--- src/rtl/busca_instrucao.sv ---
// -----------------------------------------------------------------------------
// busca_instrucao
// Instruction-fetch unit between the PC register and instruction memory.
// Owns the fetch address, issues word reads over a level req/ack handshake,
// holds each fetched word until the decoder consumes it, then computes the
// next fetch address (sequential or branch target) and strobes the PC
// register to load it.  A request left unacknowledged is abandoned and
// retried at the same address.
//
// Ports
//   clock, resetn            : clock, asynchronous active-low reset
//   mem_req, mem_addr        : registered read request and word address
//   mem_ack, mem_dado        : memory acknowledge and returned instruction
//   instrucao, instr_valida  : held instruction and its valid flag
//   consumir, desvio, alvo   : decoder accept, branch taken, branch target
//   proximo, avancar         : next fetch address and PC-load strobe
//   erro                     : one-cycle strobe on request timeout
// -----------------------------------------------------------------------------
module busca_instrucao #(
   parameter int DATA_WIDTH = 32,
   parameter int ADDR_WIDTH = 6,
   parameter int TIMEOUT    = 15
) (
   input  logic                  clock,
   input  logic                  resetn,
   output logic                  mem_req,
   output logic [ADDR_WIDTH-1:0] mem_addr,
   input  logic                  mem_ack,
   input  logic [DATA_WIDTH-1:0] mem_dado,
   output logic [DATA_WIDTH-1:0] instrucao,
   output logic                  instr_valida,
   input  logic                  consumir,
   input  logic                  desvio,
   input  logic [ADDR_WIDTH-1:0] alvo,
   output logic [ADDR_WIDTH-1:0] proximo,
   output logic                  avancar,
   output logic                  erro
);

   typedef enum logic [1:0] {
      REPOUSO,
      BUSCA,
      PRONTO
   } estado_t;

   localparam logic [7:0] LIMITE = 8'(TIMEOUT);

   estado_t               estado, estado_d;
   logic [7:0]            cont, cont_d;
   logic                  mem_req_d;
   logic [ADDR_WIDTH-1:0] mem_addr_d;
   logic [DATA_WIDTH-1:0] instrucao_d;
   logic                  instr_valida_d;
   logic [ADDR_WIDTH-1:0] proximo_d;
   logic                  avancar_d;
   logic                  erro_d;

   // Next-state and next-output computation.  Every output is registered, so
   // this block only decides what each register holds after the next edge.
   always_comb begin
      // NOTE: every signal gets a default before the case so no path leaves
      // it unassigned; a missing default here would infer a latch.
      estado_d       = estado;
      cont_d         = cont;
      mem_req_d      = mem_req;
      mem_addr_d     = mem_addr;
      instrucao_d    = instrucao;
      instr_valida_d = instr_valida;
      proximo_d      = proximo;
      avancar_d      = 1'b0;
      erro_d         = 1'b0;

      unique case (estado)
         REPOUSO: begin
            // mem_addr only ever changes here, on entry to BUSCA, so it is
            // stable for the whole request.
            estado_d   = BUSCA;
            mem_req_d  = 1'b1;
            mem_addr_d = proximo;
            cont_d     = '0;
         end

         BUSCA: begin
            if (mem_ack) begin
               instrucao_d    = mem_dado;
               instr_valida_d = 1'b1;
               mem_req_d      = 1'b0;
               estado_d       = PRONTO;
            end else if (cont == LIMITE) begin
               // Request has been up TIMEOUT+1 cycles; dropping it for one
               // cycle spaces retries TIMEOUT+2 cycles apart.  proximo is
               // untouched, so REPOUSO re-requests the same address.
               erro_d    = 1'b1;
               mem_req_d = 1'b0;
               estado_d  = REPOUSO;
            end else begin
               cont_d = cont + 8'd1;
            end
         end

         PRONTO: begin
            if (consumir) begin
               instr_valida_d = 1'b0;
               avancar_d      = 1'b1;
               // Wraps modulo 2**ADDR_WIDTH by construction.
               proximo_d      = desvio ? alvo : mem_addr + 1'b1;
               estado_d       = REPOUSO;
            end
         end

         default: estado_d = REPOUSO;
      endcase
   end

   // NOTE: state registers use non-blocking assignments so every register
   // samples values from before the edge, independent of statement order.
   always_ff @(posedge clock or negedge resetn) begin
      if (!resetn) begin
         estado       <= REPOUSO;
         cont         <= '0;
         mem_req      <= 1'b0;
         mem_addr     <= '0;
         instrucao    <= '0;
         instr_valida <= 1'b0;
         proximo      <= '0;
         avancar      <= 1'b0;
         erro         <= 1'b0;
      end else begin
         estado       <= estado_d;
         cont         <= cont_d;
         mem_req      <= mem_req_d;
         mem_addr     <= mem_addr_d;
         instrucao    <= instrucao_d;
         instr_valida <= instr_valida_d;
         proximo      <= proximo_d;
         avancar      <= avancar_d;
         erro         <= erro_d;
      end
   end

endmodule

--- config.mk ---
export PLATFORM = sky130hd
export DESIGN_NAME = busca_instrucao
export DESIGN_NICKNAME = d
export VERILOG_FILES = /design/src/rtl/busca_instrucao.sv
export SDC_FILE = /design/constraint.sdc
export NUM_CORES = 1
export LEC_CHECK = 0
export ABC_CLOCK_PERIOD_IN_PS = 5300
export BUFFER_PORTS_ARGS = -buffer_cell sky130_fd_sc_hd__buf_2
export CAP_MARGIN = 10
export CORE_UTILIZATION = 50
export CTS_CLUSTER_DIAMETER = 30
export DETAILED_ROUTE_END_ITERATION = 16
export PLACE_DENSITY = 0.84
export SYNTH_ARGS = -nofsm -noshare
export SYNTH_HDL_FRONTEND = slang
export SYNTH_SLANG_ARGS = --single-unit
--- constraint.sdc ---
create_clock -name clock -period 5.3 [get_ports clock]
set_clock_uncertainty 0.2 [all_clocks]
set_input_delay 0.265 -clock clock [delete_from_list [all_inputs] [get_ports clock]]
set_output_delay 0.265 -clock clock [all_outputs]
set_load 0.1 [all_outputs]
# Word level (Yosys, flattened, before mapping)
# Index checks and enable logic that the tools add are counted.
[totals] reg_bits=58 elab_cells=47
[classes] n_reduce_logical=9 n_addsub=2 muxes=19 eq_ne=8
[ops] cell="8-bit two-way mux" n=2
[ops] cell="8-bit case mux with 2 select lines" n=1
[ops] cell="1-bit two-way mux" n=9
[ops] cell="8-bit by 1-bit adder with 8-bit output, second input constant" n=1
[ops] cell="8-bit by 4-bit == test with 1-bit output, second input constant" n=1
[ops] cell="2-bit inequality test, second input constant" n=4
[ops] cell="2-bit AND reduction" n=4
[ops] cell="6-bit by 1-bit adder with 6-bit output, second input constant" n=1
[ops] cell="2-bit two-way mux" n=3
[ops] cell="6-bit two-way mux" n=1
[ops] cell="2-bit case mux with 3 select lines" n=1
[ops] cell="3-bit AND reduction" n=2
[ops] cell="1-bit case mux with 2 select lines" n=2
[ops] cell="2-bit nonzero test" n=2
[ops] cell="3-bit inequality test, second input constant" n=1
[ops] cell="2-bit by 1-bit == test with 1-bit output, second input constant" n=1
[ops] cell="2-bit == test, second input constant" n=1
[ops] cell="2-bit zero test" n=1

# Logic depth before layout (Yosys ltp)
[logic_depth] ltp_word=4 ltp_mapped=6

# Worst setup path before layout
# OpenSTA, ideal clock, no wires.
[synth_path] path_type="register -> register" from="register mem_addr[0]" to="register proximo[4]" arrival_time_ns=1.728 path_slack_ns=3.237 period_less_slack_ns=2.063 required_ns=4.964 path_stages_with_launch=6 path_cell_list="dfrtp_1 -> ha_1 -> nand3_1 -> xnor2_1 -> mux2i_1 -> o21ai_0"
[synth_between] elab_chain_cells=2
[synth_lines] item="start, declared" line="27" text="output logic [ADDR_WIDTH-1:0] mem_addr,"
[synth_lines] item="start signal, assigned" line="132" text="mem_addr <= mem_addr_d;"
[synth_lines] item="6-bit by 1-bit adder with 6-bit output" line="106" text="proximo_d = desvio ? alvo : mem_addr + 1'b1;"
[synth_lines] item="6-bit two-way mux" line="106"
[synth_lines] item="end signal, assigned" line="135" text="proximo <= proximo_d;"
[synth_lines] item="end, declared" line="35" text="output logic [ADDR_WIDTH-1:0] proximo,"
# Every way passes these cells.
# A chain may end at the register's enable or synchronous reset.

# Worst setup path after layout
[layout_path] from="register cont[0]" to="register cont[3]"
[layout_between] elab_chain_cells=4 word_cells_on_any_way=7
[layout_lines] item="start, declared" line="49" text="logic [7:0] cont, cont_d;"
[layout_lines] item="start signal, assigned" line="130" text="cont <= cont_d;"
[layout_lines] item="8-bit by 1-bit adder with 8-bit output" line="97" text="cont_d = cont + 8'd1;"
[layout_lines] item="8-bit two-way mux" line="89" text="end else if (cont == LIMITE) begin"
[layout_lines] item="8-bit two-way mux" line="84" text="if (mem_ack) begin"
[layout_lines] item="8-bit case mux with 2 select lines" line="73" text="unique case (estado)"
# Several ways; a longest one is shown, not always the timed one. The select of a mux whose other input is x is not followed.

==> flow_metrics.tcl <==
set metrics [dict create \
    place_congestion 0.832 \
    fin_crit_sh_pct 36.2 \
    netlist_area_sq_um 2460 \
    setup_tns_ns 0 \
    n_antenna_cell 0 \
    fin_nets 365 \
    r2r_setup_slack_ns 3.38 \
    drt_iter0_markers 86 \
    required_ns 5.36 \
    r2r_start "cont[0]" \
    vias_per_cell 4.98 \
    worst_pin_slew_ns 0.704 \
    synth_cells 192 \
    path_class "flip-flop to flip-flop" \
    hold_path_startpoint "alvo[2]" \
    top_usage_layer "met2" \
    die_w_um 72.1 \
    drive_gt1_share_pct 45.5 \
    finalHoldViolCount 0 \
    grt_pass1_vias 1943 \
    grt_pass1_wl_um 9410 \
    grt_setup_unrepaired "no" \
    ys_async_sr_fraction_pct 100 \
    ys.flop_type "dfrtp_1" \
    postRouteAntennaNets 0 \
    clkSlewWorstSetupHoldPaths_ns 0.06 \
    synthTopCellsByCount "dfrtp_1, mux2_2, nand2_1" \
    grt_max_degree 59 \
    cap_violations 0 \
    cts-root-buf "clkbuf_8" \
    startpoint_type "flip-flop" \
    post_cts_resized 0 \
    status "completed" \
    dr.pass1.iters 4 \
    yosys.area.top_type "dfrtp_1" \
    holdPathStages 3 \
    die-area_sq_um 5200 \
    use_met2_pct 42.1 \
    r2r_cells 5 \
    min_to "proximo[2]" \
    maxSlewViolCount 0 \
    hold_class "input pin to flip-flop" \
    io_buffers 90 \
    synth_cell_type_count 33 \
    cts_hold_buf 34 \
    cp-end-kind "flip-flop" \
    max_freq_ghz 0.521 \
    ys_seq_area_share_pct 59.0 \
    grt_usage_pct 24.7 \
    finalCriticalPeriod_ns 1.92 \
    grtUsageMet3_pct 6.39 \
    gr-usage-met1_pct 28.2 \
    vias 1952 \
    ys_ff_latch 58 \
    cts_setup_buffers 0 \
    ys_top_cells_by_area "dfrtp_1, mux2_2, nand2_1, o21ai_0, buf_6" \
    yosysWarnings 0 \
    slew_headroom_pct 53.0 \
    drt-wirelength-per-cell_um 15.0 \
    core-area_sq_um 4720 \
    clk_path_buf_depth 2 \
    yosysTopAreaCellShare_pct 59.0 \
    insertion_delay_ns 0.33 \
    hpwl_um 3430 \
    synthMostInstantiatedCell "dfrtp_1" \
    die_h_um 72.1 \
    overflow 0 \
    cp.arrival_ns 1.98 \
    rows 25 \
    synth_enable_flop_cells 0 \
    finalSetupViolations 0 \
    wl_um 5890 \
    syn_area_per_cell_sq_um 12.8 \
    syn_nets 237 \
    top_level_ports 91 \
    floorplan.initialDensity_pct 52.1 \
    route.detailed.drc 0 \
    cts_tree "built" \
    cts_made_buffers 9 \
    area_growth_pct 41.4 \
    h-tree-depth 3 \
    grt_antenna_before_repair 0 \
    cts.sinks 58 \
    path_max_fanout 6 \
    reg2reg_to "cont[3]" \
]
-- how the worst max path moves through the flow --
stage | startpoint | end | slack (ns) | cells past startpoint
after floorplan | mem_addr[0] | proximo[4] | 3.24 | 5
after global placement | cont[0] | cont[3] | 3.44 | 5
after detailed placement | cont[0] | cont[3] | 3.40 | 5
after CTS | cont[0] | cont[3] | 3.38 | 5
after global routing | cont[0] | cont[6] | 3.27 | 5
final | cont[0] | cont[3] | 3.38 | 5
-- registers in the layout, indices dropped and copies added, names as in the netlist --
signal,cells
mem_req,1
erro,1
estado,2
instr_valida,1
instrucao,32
mem_addr,6
avancar,1
proximo,6
cont,8
-- logic make-up after synthesis --
kind of cell    share of synthesized area [%]
compound gates                           6.46
xor+xnor                                 1.42
fa+ha+maj                                1.02
buf+inv                                  3.51
flops                                    59.0
mux                                      19.1
simple gates                             9.51
-- final cells by class --
cell class / count / area (sq um)
Sequential cell: 58 / 1450
Clock buffer: 11 / 141
Inverter: 5 / 18.8
Fill cell: 308 / 1250
Multi-Input combinational cell: 120 / 922
Tap cell: 67 / 83.8
Clock inverter: 5 / 53.8
Timing Repair Buffer: 126 / 806
-- metal layers --
layer | share of wire (%) | wire length [um]
met4 | 3.3 | 197
met2 | 53 | 3110
met3 | 3.9 | 231
met5 | 0 | 0
met1 | 40 | 2360
-- through the flow --
stage          setup WS [ns]  std cells  hold slack (ns)  util (%)  instance area (sq um)
2_1_floorplan           3.24        192           -0.231         -                   2460
5_1_grt                 3.27        392           0.0467      73.6                   3480
6_report                3.38        392           0.0316      73.6                   3480
4_1_cts                 3.38        392           0.0145      73.6                   3480
3_3_place_gp            3.44        342            0.249      62.3                   2940
3_5_place_dp            3.40        342            0.249      62.3                   2940
-- cells in the final DEF (no fill, tap or decap) --
cell type	Yosys	routed
and3_1	1	1
clkinv_2	0	3
nand2b_1	1	1
or4_1	1	1
clkbuf_1	1	1
bufinv_16	0	1
dfrtp_1	58	58
nor2_1	8	8
o21ai_0	10	10
nor4b_1	1	1
mux2_2	39	39
nor4_1	2	2
nand2_1	18	18
a22o_1	1	1
inv_1	5	5
or2b_1	1	1
xnor2_1	4	4
a31oi_1	1	1
a21oi_1	8	8
clkbuf_8	0	10
clkinv_4	0	1
o22ai_1	1	1
mux2i_1	3	3
nor4_4	1	1
o31ai_1	1	1
dlygate4sd3_1	0	34
a41oi_1	1	1
buf_4	0	2
ha_1	2	2
or3b_4	1	1
a21o_1	1	1
nand3b_1	2	2
nor3_1	1	1
buf_2	3	90
o211ai_1	2	2
nand3_1	7	7
a211o_1	1	1
-- critical path: stages, from the launching register on --
cell and delay [ns]:
dfrtp_1 0.40, ha_1 0.24, and3_1 0.25, a21o_1 0.22, or4_1 0.46, nand3_1 0.09
Power is not shown: default switching activity piles up to over one toggle a cycle in this logic, so the estimate is an artifact.
